--- src/rtl/data_mem_arbiter.sv ---
// Two-port req/ack arbiter that owns the single-ported data memory.
// Each grant takes three cycles: IDLE picks a winner, ACCESS drives the memory, DONE acks.
module data_mem_arbiter #(
    parameter int DATA_W     = 16,
    parameter int ADDR_W     = 16,
    parameter int FIXED_PRIO = 0
) (
    input  logic              clk,
    input  logic              reset,
    input  logic              p0_req,
    input  logic              p0_we,
    input  logic [ADDR_W-1:0] p0_addr,
    input  logic [DATA_W-1:0] p0_wdata,
    output logic              p0_ack,
    output logic [DATA_W-1:0] p0_rdata,
    input  logic              p1_req,
    input  logic              p1_we,
    input  logic [ADDR_W-1:0] p1_addr,
    input  logic [DATA_W-1:0] p1_wdata,
    output logic              p1_ack,
    output logic [DATA_W-1:0] p1_rdata,
    output logic [ADDR_W-1:0] mem_access_addr,
    output logic [DATA_W-1:0] mem_write_data,
    output logic              mem_write_en,
    output logic              mem_read,
    input  logic [DATA_W-1:0] mem_read_data
);
    typedef enum logic [1:0] {IDLE, ACCESS, DONE} state_t;

    state_t            state;
    logic              sel;
    logic              last;
    logic [DATA_W-1:0] rdata;
    logic              acc_we;
    logic [ADDR_W-1:0] acc_addr;
    logic [DATA_W-1:0] acc_wdata;

    always_comb begin
        acc_we    = sel ? p1_we    : p0_we;
        acc_addr  = sel ? p1_addr  : p0_addr;
        acc_wdata = sel ? p1_wdata : p0_wdata;
    end

    // Strobes are gated by reset so a write caught mid-ACCESS never commits.
    always_comb begin
        mem_access_addr = '0;
        mem_write_data  = '0;
        mem_write_en    = 1'b0;
        mem_read        = 1'b0;
        if (state == ACCESS && !reset) begin
            mem_access_addr = acc_addr;
            mem_write_data  = acc_wdata;
            mem_write_en    = acc_we;
            mem_read        = ~acc_we;
        end
    end

    always_ff @(posedge clk) begin
        if (reset) begin
            state  <= IDLE;
            sel    <= 1'b0;
            last   <= 1'b1;
            p0_ack <= 1'b0;
            p1_ack <= 1'b0;
            rdata  <= '0;
        end else begin
            p0_ack <= 1'b0;
            p1_ack <= 1'b0;
            case (state)
                IDLE: begin
                    if (p0_req || p1_req) begin
                        if (p0_req && p1_req)
                            sel <= (FIXED_PRIO != 0) ? 1'b0 : ~last;
                        else
                            sel <= p1_req;
                        state <= ACCESS;
                    end
                end
                ACCESS: begin
                    rdata  <= acc_we ? '0 : mem_read_data;
                    last   <= sel;
                    p0_ack <= ~sel;
                    p1_ack <= sel;
                    state  <= DONE;
                end
                DONE:    state <= IDLE;
                default: state <= IDLE;
            endcase
        end
    end

    assign p0_rdata = p0_ack ? rdata : '0;
    assign p1_rdata = p1_ack ? rdata : '0;
endmodule

--- config.mk ---
export PLATFORM = sky130hd
export DESIGN_NAME = data_mem_arbiter
export DESIGN_NICKNAME = d
export VERILOG_FILES = /design/src/rtl/data_mem_arbiter.sv
export SDC_FILE = /design/constraint.sdc
export NUM_CORES = 1
export LEC_CHECK = 0
export CORE_MARGIN = 3
export CORE_UTILIZATION = 35
export DETAILED_ROUTE_END_ITERATION = 8
export GPL_TIMING_DRIVEN = 1
export HOLD_SLACK_MARGIN = 0.15
export PLACE_DENSITY = 0.95
export RECOVER_POWER = 100
export SYNTH_ARGS = -nofsm -noshare
export SYNTH_HDL_FRONTEND = slang
export SYNTH_SLANG_ARGS = --single-unit
--- constraint.sdc ---
create_clock -name clk -period 2.09 [get_ports clk]
set_clock_uncertainty 0.2 [all_clocks]
set_input_delay 0.3135 -clock clk [delete_from_list [all_inputs] [get_ports clk]]
set_output_delay 0.3135 -clock clk [all_outputs]
set_load 0.01 [all_outputs]
* Yosys cells after proc, flatten, opt, wreduce, memory -nomap -nowiden
Cells that the tools add are included.
** Storage, ports and cells
- Input bits :: 86
- Output and inout bits :: 68
- Flip-flop bits (word level) :: 22
** Cells by class
- Bitwise operators :: 4
- Eq/ne operators :: 2
- Reduce and logical (&&, ||, !) cells :: 7
- Muxes and demuxes :: 13
** Operators with widths (count)
- $mux 16 :: 7
- $mux 1 :: 4
- $not 1->1 :: 4
- $pmux 2 s2 :: 1
- $eq 2x1->1 const B :: 1
- $logic_and 1x1->1 :: 2
- $logic_not 2->1 :: 1
- $mux 2 :: 1
- $ne 2x2->1 const B :: 1
- $reduce_and 2->1 :: 1
- $reduce_or 2->1 :: 1
- $logic_not 1->1 :: 1
- $logic_or 1x1->1 :: 1

* Longest topological paths before layout
Gate-level depths: netlist of the first run.
- Word-level depth :: 3
- Depth in mapped cells :: 4
- Depth with buffers taken out :: 3

* Worst setup path before layout of the first run
Ideal clock, no wire load.
- Path type :: reg-to-output
- Start point :: register state[0]
- End point :: output mem_access_addr[0]
- Stages on the path, launching flop included :: 5
- Slack :: 464 ps
- Arrival time :: 1112 ps
- Data required time :: 1576 ps
- Path through :: dfxtp_1 > or3b_1 > buf_6 > buf_12 > nor2_2
** Between the ends
- Cells in the longest elaborated chain, start to end :: 3
** RTL lines
- start, declared :: RTL line 30 : state_t state;
- start signal, assigned :: RTL line 60 : state <= IDLE;
- start signal, assigned :: RTL line 76 : state <= ACCESS;
- start signal, assigned :: RTL line 84 : state <= DONE;
- $eq 2x1->1 :: RTL line 50 : if (state == ACCESS && !reset) begin
- $logic_and 1x1->1 :: RTL line 50
- $mux 16 :: RTL line 50
- end, declared :: RTL line 22 : output logic [ADDR_W-1:0] mem_access_addr,
Every way passes these cells.

* Worst setup path after layout of the first run
- Start point :: register state[0]
- End point :: output mem_write_data[3]
** Between the ends
- Cells in the longest elaborated chain, start to end :: 3
** RTL lines
- $eq 2x1->1 :: RTL line 50
- $logic_and 1x1->1 :: RTL line 50
- $mux 16 :: RTL line 50
- end, declared :: RTL line 23 : output logic [DATA_W-1:0] mem_write_data,
Every way passes these cells.

==> reports/metrics.yaml, run 1 <==
die_width_um: 78.0
syn_area_sq_um: 1820
grt_start_max_net_pins: 38
wl_um: 6180
grt_util_all_layers_pct: 19.0
syn_area_per_cell_sq_um: 8.91
start_kind: "flip-flop"
min_path_cells: 2
area_growth_pct: 89.5
cts_tree: "yes"
max_freq_mhz: 482
layout_common_cells: "clkdlybuf4s50_1 (118), and2_1 (33), mux2i_1 (32)"
cts_buffers: 3
num_rows: 25
drc_errors: 0
ys_ff_latch: 22
clkSlewWorstSetupHoldPaths_ns: 0.08
timing.final.crit_period_ns: 2.07
yosys.area.top_type: "dfxtp_1"
io_buffers: 153
drv_slew: 0
syn_inst: 204
worstPathArrival_ns: 1.56
p_total_mw: 1.22
initial_core_util_pct: 37.2
maxSlewHeadroom_pct: 42.8
final_common_cell: "clkdlybuf4s50_1"
vias: 2013
clk_path_buf_depth: 2
clkLatencyLatePin_ns: 0.25
fin_crit_sh_pct: 99.2
yosys-top-cells-area: "dfxtp_1 (24%), mux2i_1 (18%), and2_1 (11%)"
synth_ff_type: "dfxtp_1"
r2r_setup_slack_ns: 0.07
worstMarginPinSlew_ns: 0.858
p_leak_nw: 1.29
globalplace.congestion: 0.715
ir_worst_vdd_mv: 0.206
path_class: "reg -> out"
required_ns: 1.58
hpwl_um: 4740
routedWlPerCell_um: 14.7
hold_start: "rdata[13]"
drtAntennaViolNets: 0
core_sq_um: 4880
path_max_fanout: 6
antenna_found_initial: 0
hold_class: "reg -> reg"
synth_nets: 290
ios: 154
rsz0062_at_grt: "yes"
async_flop_share_pct: 0
yosysWarnings: 0
p_per_area_nw_per_um2: 355
via_per_inst: 4.77
yosysSeqAreaShare_pct: 24.2
r2r-end: "last"
drive_above_1_share_pct: 25.6
holdBufCountCts: 0
diodes: 0
dr.pass1.iters: 4
hold-path-endpoint: "rdata[13]"
clock-sinks: 22
outcome: "complete, no violations"
reg2regPathDepth: 4
drt-initial-drc-count: 75
fin_hold_ws_ns: 0.282
max-cap-violations: 0
end_kind: "output pin"
fin_setup_tns_ns: 0
synth_cell_types: 23
root_buffer: "clkbuf_8"
fin_nets: 443
reg2reg_from: "state[0]"
grt_pass1_vias: 2058
die-area_sq_um: 6090
hold_violations: 0
grt_pass1_wl_um: 9510
die_h_um: 78.0
setup_viol_count_final: 0
synth_edf_count: 0
netlist.area_leader.share_pct: 24.2
h-tree-depth: 1
grt-ovfl-total: 0
==> synthesized netlist by cell type, types with 2 or more instances <==
library cell,count
and2_1,33
buf_12,3
buf_2,10
buf_6,2
clkbuf_1,5
dfxtp_1,22
inv_1,19
mux2i_1,32
nand4bb_1,15
nor2_1,5
nor2_2,30
o32ai_1,17
==> flip-flops by register name, summed over array words and instances, names as in the netlist <==
name and count:
sel 1, p1_ack 1, state 2, p0_ack 1, rdata 16, last 1
==> worst max-delay path by stage <==
stage | from | to | slack [ns] | cells past startpoint
finish | state[0] | mem_write_data[3] | 0.02 | 4
floorplan | state[0] | mem_access_addr[0] | 0.46 | 4
global placement | reset | mem_access_addr[4] | -0.54 | 5
detailed placement | reset | mem_access_addr[4] | -0.57 | 5
CTS | state[0] | mem_write_data[4] | -0.02 | 4
global route | state[0] | mem_write_data[15] | -0.06 | 4
==> area by class of cell <==
cell class / count / area [sq um]
Timing Repair Buffer: 169 / 1620
Clock buffer: 3 / 41.3
Inverter: 19 / 71.3
Sequential cell: 22 / 445
Multi-Input combinational cell: 142 / 1180
Tap cell: 67 / 83.8
Fill cell: 390 / 1440
==> per-stage QoR <==
stage	cells	cell area, sq um	util [%]	worst slack (ns)
detailed placement	415	3400	69.7	-0.569
global route	422	3440	70.5	-0.0590
floorplan	204	1820	-	0.464
finish	422	3440	70.5	0.0157
CTS	421	3470	71.1	-0.0219
global placement	415	3400	69.7	-0.535
==> critical path, stage by stage, from the launching register on <==
cell and delay [ns]:
dfxtp_2 0.33, or3b_4 0.45, bufbuf_16 0.30, nor2_2 0.09, buf_2 0.13
==> power by group <==
part	switching, mW	internal (mW)
sequential	0.0208	0.442
combinational	0.197	0.308
clock	0.128	0.128
total	0.346	0.878
==> routing by layer <==
metal	GRT usage, %	part of all wire (%)
met5	0	0
met4	4.72	0.57
met3	2.87	7.0
met2	37.8	54
met1	20.7	39
==> repair_timing <==
item | in CTS | in global routing
pin swaps | 0 | 6
buffers inserted | 1 | 1
setup endpoints to repair | 60 | 29
cloned | 2 | 0
resized for setup | 111 | 33
==> cells by family after synthesis <==
kind of cell,after synthesis,share of synthesized area [%]
buffers and inverters,40,12.7
flip-flops,22,24.2
multiplexers,33,18.5
AND/OR/NAND/NOR,90,35.4
AO/OA/AOI/OAI,19,9.23
(Power assumes the default switching activity.)
==> inputs of run 2 (changes only) <==
- CORE_MARGIN: 3 -> 2
==> reports/metrics.yaml, run 2 (synthesized netlist as in run 1, its figures left out) <==
outcome: "complete, no violations"
max_freq_mhz: 492  # +2.1%
drt-initial-drc-count: 38  # -49%
grt_pass1_wl_um: 10200  # +7.8%
reg.largest.list: "rdata (16), state (2)"
ir_worst_vdd_mv: 0.360  # +75%
fin_nets: 448  # +1.1%
fin_hold_ws_ns: 0.282  # -0.000332 ns
diodes: 0  # unchanged
die_width_um: 76.0  # -2.6%
fin_crit_sh_pct: 97.2  # -2.0 points
path_class: "reg -> out"
grt_pass1_vias: 2098  # +1.9%
h-tree-depth: 1  # unchanged
final_common_cell: "clkdlybuf4s50_1"
path_max_fanout: 10  # +4
start_kind: "flip-flop"
largest_register_ffs: 16  # unchanged
finalInstanceArea_sq_um: 3520  # +2.2%
cts_buffers: 3  # unchanged
clock-sinks: 22  # unchanged
grt-ovfl-total: 0  # unchanged
max-cap-violations: 0  # unchanged
end_kind: "output pin"
drc_errors: 0  # unchanged
hold_violations: 0  # unchanged
crit_chain: "or3b_4 -> buf_12 -> buf_12 -> nor2_2 -> buf_2"
core_sq_um: 5040  # +3.3%
globalplace.congestion: 0.801  # +12%
dr.pass1.iters: 4  # unchanged
vias: 2048  # +1.7%
timing.final.crit_period_ns: 2.03  # -0.0419 ns
drive_above_1_share_pct: 27.8  # +2.1 points
io_buffers: 153  # unchanged
max_stage_delay_ns: 0.41  # -0.04 ns
maxSlewHeadroom_pct: 77.9  # +35 points
path_delay_family: "simple AND/OR/NAND/NOR gates"
p_leak_nw: 1.33  # +2.8%
die-area_sq_um: 5780  # -5.1%
clkSlewWorstSetupHoldPaths_ns: 0.07  # about the same
ios: 154  # unchanged
area_growth_pct: 93.7
setup_viol_count_final: 0  # unchanged
multi_input_area_sq_um: 1210  # +2.4%
instances_no_fill: 430  # +1.9%
required_ns: 1.58  # about the same
drtAntennaViolNets: 0  # unchanged
grt_util_all_layers_pct: 21.4  # +2.4 points
worstPathArrival_ns: 1.52  # -0.04 ns
crit_top_cell: "buf_12"
placed_area_sq_um: 3410  # +0.33%
placedCellCount: 419  # +0.96%
root_buffer: "clkbuf_8"
cp.buffers_inverters: 3  # +1
via_per_inst: 4.76  # -0.15%
top_register: "rdata"
p_per_area_nw_per_um2: 352  # -0.94%
num_rows: 26  # +4.0%
clkLatencyLatePin_ns: 0.25  # about the same
cts_tree: "yes"
worstMarginPinSlew_ns: 0.322  # -0.536 ns
initial_core_util_pct: 36.0  # -1.2 points
fin_util_pct: 69.8  # -0.76 points
hold_class: "reg -> reg"
wl_um: 6480  # +4.8%
seq_area_sq_um: 445  # unchanged
fill_cells: 409  # +4.9%
antenna_found_initial: 0  # unchanged
slowest_stage: "or3b_4"
die_h_um: 76.0  # -2.6%
layout_common_cells: "clkdlybuf4s50_1 (118), and2_1 (33), mux2i_1 (31)"
hpwl_um: 5020  # +5.9%
grt_start_max_net_pins: 38  # unchanged
routedWlPerCell_um: 15.1  # +2.8%
drv_slew: 0  # unchanged
clk_path_buf_depth: 2  # unchanged
-- run 2: final cells by class --
| type | instances | share of cell area [%] |
|---|---|---|
| well taps | 70 | 2.49 |
| inverters | 19 | 2.03 |
| flip-flops and latches | 22 | 12.7 |
| repair buffers | 174 | 47.3 |
| clock buffers | 3 | 1.17 |
| multi-input cells | 142 | 34.4 |
-- run 2: through the flow --
| stage | total power [mW] | worst slack, ns | TNS [ns] |
|---|---|---|---|
| 3_3_place_gp | 0.955 | -0.533 | -17.38 |
| 4_1_cts | 1.22 | -0.0560 | -0.419 |
| 6_report | 1.24 | 0.0576 | 0 |
| 2_1_floorplan | 0.701 | 0.464 | 0 |
| 3_5_place_dp | 0.967 | -0.574 | -17.79 |
| 5_1_grt | 1.31 | -0.00243 | -0.00243 |
-- run 2: path summary, 6_finish.rpt --
path                            startpoint                  end  slack (ns)  cells past startpoint
worst min register to register   rdata[10]            rdata[10]        0.28                      2
worst max register to register    state[0]               p1_ack        0.50                      6
worst max-delay path              state[0]  mem_access_addr[13]        0.06                      5
worst min-delay path             rdata[10]            rdata[10]        0.28                      2
-- run 2: per-layer routing --
metal	vias to the layer above	routed length [um]	GRT usage, %
li1	1019	-	-
met1	956	2600	24.2
met2	67	3500	41.6
met3	6	327	5.09
met4	0	46	2.55
met5	-	0	0
-- run 2: power by group --
group          leakage, nW  internal [mW]  switching [mW]
registers            0.181          0.442          0.0225
clock network       0.0216          0.128           0.125
logic                 1.12          0.316           0.206
total                 1.33          0.886           0.353
-- run 2: worst reg2reg max path, stage by stage (launching register included) --
cell and delay (ns):
dfxtp_2 0.33, or3b_4 0.41, buf_12 0.16, buf_12 0.14, buf_4 0.13, buf_4 0.12
nor2_2 0.06
-- run 2: what timing repair did --
action / 4_1_cts / 5_1_grt
pin swaps: 0 / 7
gates resized for setup: 143 / 27
hold buffers: 0 / 0
hold endpoints to repair: 0 / 0
cloned: 1 / 0
buffers inserted: 6 / 2
endpoints found under the setup margin: 61 / 30
